## config.mk

```make
export PLATFORM = sky130hd
export DESIGN_NAME = id_ex_stage
export DESIGN_NICKNAME = d
export VERILOG_FILES = /design/src/rtl/id_ex_stage_pkg.sv /design/src/rtl/id_ex_stage_fwd_mux.sv /design/src/rtl/id_ex_stage.sv
export SDC_FILE = /design/constraint.sdc
export NUM_CORES = 1
export LEC_CHECK = 0
export CAP_MARGIN = 20
export CORE_MARGIN = 8
export CORE_UTILIZATION = 35
export CTS_CLUSTER_SIZE = 12
export DETAILED_ROUTE_END_ITERATION = 10
export GPL_TIMING_DRIVEN = 1
export PLACE_DENSITY = 0.76
export SLEW_MARGIN = 10
export SYNTH_ARGS = -nofsm -noshare
export SYNTH_HDL_FRONTEND = slang
export SYNTH_SLANG_ARGS = --single-unit
```

## constraint.sdc

```tcl
create_clock -name clk -period 3.01 [get_ports clk]
set_input_delay 0.903 -clock clk [delete_from_list [all_inputs] [get_ports clk]]
set_output_delay 0.903 -clock clk [all_outputs]
set_load 0.005 [all_outputs]
```

## src/rtl/id_ex_stage_pkg.sv

```systemverilog
// Shared CPU types: datapath width, control bundle and op encodings.
// Imported by the ID/EX pipeline register and its forwarding muxes.
package id_ex_stage_pkg;

  localparam int XLEN = 32;

  typedef enum logic [3:0] {
    ALU_ADD  = 4'd0,
    ALU_SUB  = 4'd1,
    ALU_AND  = 4'd2,
    ALU_OR   = 4'd3,
    ALU_XOR  = 4'd4,
    ALU_SLL  = 4'd5,
    ALU_SRL  = 4'd6,
    ALU_SRA  = 4'd7,
    ALU_SLT  = 4'd8,
    ALU_SLTU = 4'd9
  } alu_op_e;

  typedef enum logic [2:0] {
    MEM_NONE = 3'd0,
    MEM_LB   = 3'd1,
    MEM_LH   = 3'd2,
    MEM_LW   = 3'd3,
    MEM_SB   = 3'd4,
    MEM_SH   = 3'd5,
    MEM_SW   = 3'd6
  } mem_op_e;

  typedef struct packed {
    logic    reg_we;
    logic    is_load;
    alu_op_e alu_op;
    mem_op_e mem_op;
    logic    is_branch;
    logic    is_jump;
  } ctrl_t;

endpackage

```

## src/rtl/id_ex_stage_fwd_mux.sv

```systemverilog
// Per-operand bypass select: EX result, then MEM writeback, then RF data.
// x0 and unused operands always take the register-file value.
module fwd_mux
  import id_ex_stage_pkg::*;
#(
  parameter int XLEN = id_ex_stage_pkg::XLEN
) (
  input  logic [4:0]      rs,
  input  logic            use_rs,
  input  logic [XLEN-1:0] rf_data,
  input  logic            ex_hit_en,
  input  logic [4:0]      ex_rd,
  input  logic [XLEN-1:0] ex_data,
  input  logic            mem_hit_en,
  input  logic [4:0]      mem_rd,
  input  logic [XLEN-1:0] mem_data,
  output logic [XLEN-1:0] val
);

  logic active;
  logic ex_hit;
  logic mem_hit;

  assign active  = use_rs && (rs != 5'd0);
  assign ex_hit  = active && ex_hit_en && (ex_rd == rs);
  assign mem_hit = active && mem_hit_en && (mem_rd == rs);

  always_comb begin
    val = rf_data;
    if (ex_hit) begin
      val = ex_data;
    end else if (mem_hit) begin
      val = mem_data;
    end
  end

endmodule

```

## src/rtl/id_ex_stage.sv

```systemverilog
// ID/EX pipeline register with operand forwarding and load-use bubbles.
// Edge priority: reset, flush, downstream stall, load-use, capture.
module id_ex_stage
  import id_ex_stage_pkg::*;
#(
  parameter int XLEN = id_ex_stage_pkg::XLEN
) (
  input  logic            clk,
  input  logic            rst_n,
  input  logic            id_valid,
  input  logic [XLEN-1:0] id_pc,
  input  logic [4:0]      id_rs1,
  input  logic [4:0]      id_rs2,
  input  logic [4:0]      id_rd,
  input  logic            id_use_rs1,
  input  logic            id_use_rs2,
  input  logic [XLEN-1:0] id_rs1_data,
  input  logic [XLEN-1:0] id_rs2_data,
  input  logic [XLEN-1:0] id_imm,
  input  ctrl_t           id_ctrl,
  input  logic [XLEN-1:0] ex_result,
  input  logic            mem_valid,
  input  logic            mem_we,
  input  logic [4:0]      mem_rd,
  input  logic [XLEN-1:0] mem_data,
  input  logic            flush,
  input  logic            stall_in,
  output logic            ex_valid,
  output logic [XLEN-1:0] ex_pc,
  output logic [XLEN-1:0] ex_rs1_val,
  output logic [XLEN-1:0] ex_rs2_val,
  output logic [XLEN-1:0] ex_imm,
  output logic [4:0]      ex_rd,
  output ctrl_t           ex_ctrl,
  output logic            id_stall,
  output logic [31:0]     bubble_cnt
);

  logic            ex_fwd_en;
  logic            mem_fwd_en;
  logic            rs1_match;
  logic            rs2_match;
  logic            load_use;
  logic [XLEN-1:0] rs1_fwd;
  logic [XLEN-1:0] rs2_fwd;

  // A load's EX result is an address, not data, so it never bypasses.
  assign ex_fwd_en  = ex_valid && ex_ctrl.reg_we
                   && !ex_ctrl.is_load;
  assign mem_fwd_en = mem_valid && mem_we;

  assign rs1_match = id_use_rs1 && (id_rs1 == ex_rd);
  assign rs2_match = id_use_rs2 && (id_rs2 == ex_rd);
  assign load_use  = id_valid && ex_valid
                  && ex_ctrl.is_load
                  && (ex_rd != 5'd0)
                  && (rs1_match || rs2_match);

  assign id_stall = !flush && (stall_in || load_use);

  fwd_mux #(.XLEN(XLEN)) u_fwd_rs1 (
    .rs         (id_rs1),
    .use_rs     (id_use_rs1),
    .rf_data    (id_rs1_data),
    .ex_hit_en  (ex_fwd_en),
    .ex_rd      (ex_rd),
    .ex_data    (ex_result),
    .mem_hit_en (mem_fwd_en),
    .mem_rd     (mem_rd),
    .mem_data   (mem_data),
    .val        (rs1_fwd)
  );

  fwd_mux #(.XLEN(XLEN)) u_fwd_rs2 (
    .rs         (id_rs2),
    .use_rs     (id_use_rs2),
    .rf_data    (id_rs2_data),
    .ex_hit_en  (ex_fwd_en),
    .ex_rd      (ex_rd),
    .ex_data    (ex_result),
    .mem_hit_en (mem_fwd_en),
    .mem_rd     (mem_rd),
    .mem_data   (mem_data),
    .val        (rs2_fwd)
  );

  always_ff @(posedge clk) begin
    if (!rst_n) begin
      ex_valid   <= 1'b0;
      ex_pc      <= '0;
      ex_rs1_val <= '0;
      ex_rs2_val <= '0;
      ex_imm     <= '0;
      ex_rd      <= '0;
      ex_ctrl    <= '0;
      bubble_cnt <= '0;
    end else if (flush) begin
      ex_valid <= 1'b0;
    end else if (stall_in) begin
      ex_valid <= ex_valid;
    end else if (load_use) begin
      ex_valid <= 1'b0;
      if (bubble_cnt != 32'hFFFF_FFFF) begin
        bubble_cnt <= bubble_cnt + 32'd1;
      end
    end else begin
      ex_valid   <= id_valid;
      ex_pc      <= id_pc;
      ex_rs1_val <= rs1_fwd;
      ex_rs2_val <= rs2_fwd;
      ex_imm     <= id_imm;
      ex_rd      <= id_rd;
      ex_ctrl    <= id_ctrl;
    end
  end

endmodule

```

======== After elaboration in Yosys (flattened, before gate mapping) ========
Index checks and enable logic that the tools add are counted.
cells by class
  reductions and logical operators ........ 30
  bitwise logic cells ..................... 4
  $add $sub $neg .......................... 1
  equality and inequality tests ........... 7
  muxes and demuxes ....................... 5
operator list
  kind                                            number
  2-to-1 mux 32 bit                               4
  adder 32 x 1 -> 32 bit (second input constant)  1
  != test 32 bit (second input constant)          1
  equality test 5 bit                             6
  logical AND 1 bit                               20
  nonzero test 5 bit                              3
  NOT 1 bit                                       4
  AND reduction 4 bit                             1
  AND reduction 3 bit                             1
  zero test 1 bit                                 2
  logical OR 1 bit                                2
  OR reduction 2 bit                              1
  2-to-1 mux 1 bit                                1
word-level totals
  flip-flop bits (word level) ............. 177

======== Longest topological paths before layout ========
  word-level depth ........................ 6
  gate-level depth with buffers ........... 9
  depth with buffers taken out ............ 6

======== By module ========
A second synthesis with hierarchy kept.
second synthesis, totals
  cells, all modules ...................... 1282
  area total of the unflattened synthesis .. 9610.5 um^2
modules (own cells, without submodules)
  module       cells an instance  area an instance (um^2)  times used
  id_ex_stage  874                7050.5                   1
  fwd_mux      204                1280.0                   2

======== Worst setup path before layout ========
Ideal clock, no wire load.
  kind .................................... input to output
  start ................................... input port id_rs2[3]
  end ..................................... output port id_stall
  data arrival time ....................... 2.001 ns
  data required time ...................... 2.107 ns
  slack ................................... 0.106 ns
  stages .................................. 7
  path through ............................ xnor2_1 -> nand3_1 -> nor3_2 -> nor2_1 -> buf_2 -> buf_2 -> a21oi_1
on the way
  cells in the longest elaborated chain, start to end .. 6
RTL lines
  what                 line               text
  from (decl)          id_ex_stage.sv:13  input logic [4:0] id_rs2,
  equality test 5 bit  id_ex_stage.sv:53  assign rs2_match = id_use_rs2 && (id_rs2 == ex_rd);
  logical AND 1 bit    id_ex_stage.sv:53
  logical OR 1 bit     id_ex_stage.sv:57  && (rs1_match || rs2_match);
  logical AND 1 bit    id_ex_stage.sv:57
  logical OR 1 bit     id_ex_stage.sv:59  assign id_stall = !flush && (stall_in || load_use);
  logical AND 1 bit    id_ex_stage.sv:59
  to (decl)            id_ex_stage.sv:35  output logic id_stall,
Every way passes these cells.

======== Worst setup path in the final report ========
  start ................................... input port id_rs2[0]
  end ..................................... output port id_stall
The elaborated chain is that of the path after synthesis.

==> out/results.ini <==
[power_and_ir_drop]
power_frac_clock=0.392
leakagePower_uw=0.00506
swShare=0.252
power.switching_uw=1400
internal-power_uw=4180
powerDensity_mw_per_mm2=408
comb_power_share=0.162
seq_power_share=0.445
ir_worst_vdd_v=0.000357

[floorplanning]
die_h_um=169
pin_count=410
rows=56
initial_core_util=0.353
die_area_mm2=0.0287
fp.dieW_um=169
fp.coreArea_mm2=0.0233

[yosys]
ys.flop_type=dfxtp_1
synth_edf_count=0
ys_ff_latch=177
seq_area_frac_synth=0.430
yosysUniqueCellTypes=39
ys_warn_count=0
syn_area_mm2=0.00824
synthCells=973
syn_area_per_cell_um2=8.47
synth_nets=1206
ys_async_sr_fraction=0

[setup_path]
reg2regPathDepth=10
cp.depth=7
path_buf_inv=2
worstPathArrival_ps=2070
cp-end-kind=output pin
cpPeakStageDelay_ps=240
crit_required_ps=2110
critPathMaxFanout=3
slowest_stage=nor3_4
cpLargestDelayFamily=simple AND/OR/NAND/NOR gates
crit_chain=clkdlybuf4s15_1 > xnor2_2 > nand3_2 > nor3_4 > nor2_4 > a21oi_2 > buf_2
cp-start-kind=input pin
worstSetupPathType=input pin to output pin

[timing]
tns_ps=0
tightest_slew_ps=604
layout_min_cycle_time_ps=2970
setup_viol_count_final=0
fin_ws_ps=36.5
fmax_mhz=336
relSlewSlack=0.592
fin_crit_sh=0.988
finalClockSkew_ps=16.4
hold_violations=0
slew_violations=0

[run_status]
status=finished clean

[global_routing]
overflow=0
grt_pass1_vias=8935
grt_max_degree=76
grt_usage=0.224
grt_first_pass_wirelength_um=50600
antenna_found_initial=4

[clock_tree]
tritoncts=built
cts_buffers=17
clock_latency_ps=430
cts-hold-fix-buffers=0
clk_pin_slew_ps=70
cts_buffer_depth=2
htree_levels=4
clock_sinks=177
root_buffer=clkbuf_16

[placed_design]
dp_slack_ps=-779
dpl_cell_area_mm2=0.0131
io_buffers=409
gp_congestion=0.918
dp_hpwl_um=26100

[drt]
final_antenna_net_count=0
routed_wirelength_um=33700
drc=0
num_vias=8879
wl_per_cell_um=19.5
via_per_inst=5.15
first_pass_iters=4
drt-initial-drc-count=554

[min_path]
worstHoldPathType=flip-flop to flip-flop
hold_depth=2

[final_layout]
final_cell_area_mm2=0.0137
nets=1623
synthToLayoutAreaGrowth_pct=66.2
drive_gt1_frac=0.114

[run]
maxCapViolCount=0

-- registers in the layout, summed over array words and instances, names as in the netlist --
register    flops
ex_rd           5
bubble_cnt     32
ex_rs2_val     32
ex_ctrl        11
ex_rs1_val     32
ex_valid        1
ex_pc          32
ex_imm         32
-- what timing repair did --
action,4_1_cts,5_1_grt
endpoints found under the setup margin,5,1
buffers inserted,1,0
hold endpoints to repair,0,0
pin swaps,11,15
gates resized for setup,25,21
-- cells by family after synthesis --
group | count (synthesis) | synth area share
and+or+nand+nor | 424 | 0.249
AOI/OAI and AO/OA | 203 | 0.169
DFF | 177 | 0.430
buffers and inverters | 76 | 0.0422
muxes | 72 | 0.0874
xor gates and xnor gates | 20 | 0.0212
adders and majority gates | 1 | 0.00152
-- stage by stage --
step / total power [µW] / instances / utilization / hold WS (ps)
floorplan: 2800 / 973 / - / 453
global placement: 3430 / 1689 / 0.560 / 440
detailed placement: 3440 / 1689 / 0.560 / 446
CTS: 5640 / 1721 / 0.585 / 455
global route: 5810 / 1725 / 0.587 / 466
finish: 5580 / 1725 / 0.587 / 453
-- cell usage after synthesis (3+ instances only) --
library cell	number	share of area
or2_2	38	0.029
nand4_1	8	0.0061
inv_1	3	0.0014
nor3_2	3	0.0036
and4_1	7	0.0074
nor4_1	3	0.0023
buf_2	14	0.0085
nand2_1	248	0.11
nand3_1	22	0.013
o31ai_1	15	0.014
nor3_1	7	0.0042
nor2_1	9	0.0041
mux2i_1	72	0.087
o21ai_0	12	0.0073
or2_0	29	0.022
and3_1	4	0.0030
a32o_1	64	0.078
or3_1	12	0.0091
nand2b_1	7	0.0053
or4_1	19	0.017
clkbuf_1	52	0.024
a21oi_1	104	0.063
dfxtp_1	177	0.43
and2_1	4	0.0030
xnor2_1	18	0.019
buf_6	6	0.0082
-- power groups by stage --
stage | Sequential (µW) | Combinational [µW] | Clock, µW
2_1_floorplan | 2540 | 254 | 0
3_3_place_gp | 2540 | 893 | 0
3_5_place_dp | 2540 | 903 | 0
4_1_cts | 2490 | 906 | 2240
5_1_grt | 2500 | 971 | 2340
6_report | 2490 | 905 | 2190
-- path summary, 6_finish.rpt --
| check | from | end | slack [ps] |
|---|---|---|---|
| min | ex_imm[24] | ex_imm[24] | 450 |
| min reg2reg | ex_imm[24] | ex_imm[24] | 450 |
| max reg2reg | ex_rd[2] | ex_pc[20] | 310 |
| max | id_rs2[0] | id_stall | 40 |
-- area by class of cell --
class | instances | area [µm²]
multi-input cells | 720 | 4460
inverters | 4 | 16.3
well taps | 319 | 399
repair buffers | 470 | 4700
clock inverters | 12 | 124
flip-flops and latches | 177 | 3540
diodes | 4 | 10.0
fillers | 2060 | 9630
clock buffers | 19 | 443
-- placed cells by master, fill, tap and decap left out, drive strengths merged, types with 5 or more instances in the layout --
cell,netlist,routed
clkbuf,52,24
a21oi,104,104
dlygate4sd2,0,5
nor2,10,10
inv,3,8
xnor2,18,18
mux2i,72,72
nand2b,7,7
nand4,8,8
o31ai,15,15
dfxtp,177,177
nor3,10,10
a32o,64,64
nand3,22,22
or2,67,67
o21ai,14,14
nand2,248,248
buf,20,62
clkdlybuf4s50,0,395
or3,12,12
and4,7,7
or4,19,19
-- routing by layer --
layer | wire length [µm] | part of all wire | track usage | vias up
li1 | - | - | - | 4282
met1 | 13200 | 0.39 | 0.250 | 4154
met2 | 16100 | 0.48 | 0.377 | 384
met3 | 3280 | 0.098 | 0.0865 | 59
met4 | 1120 | 0.033 | 0.0923 | 0
met5 | 0 | 0 | 0 | -
-- worst min-delay path: stages, from the launching register on --
cell     delay, ps
dfxtp_1        310
nand2_1         50
a21oi_1         50
Note: power is estimated with default switching activity, not from simulation.
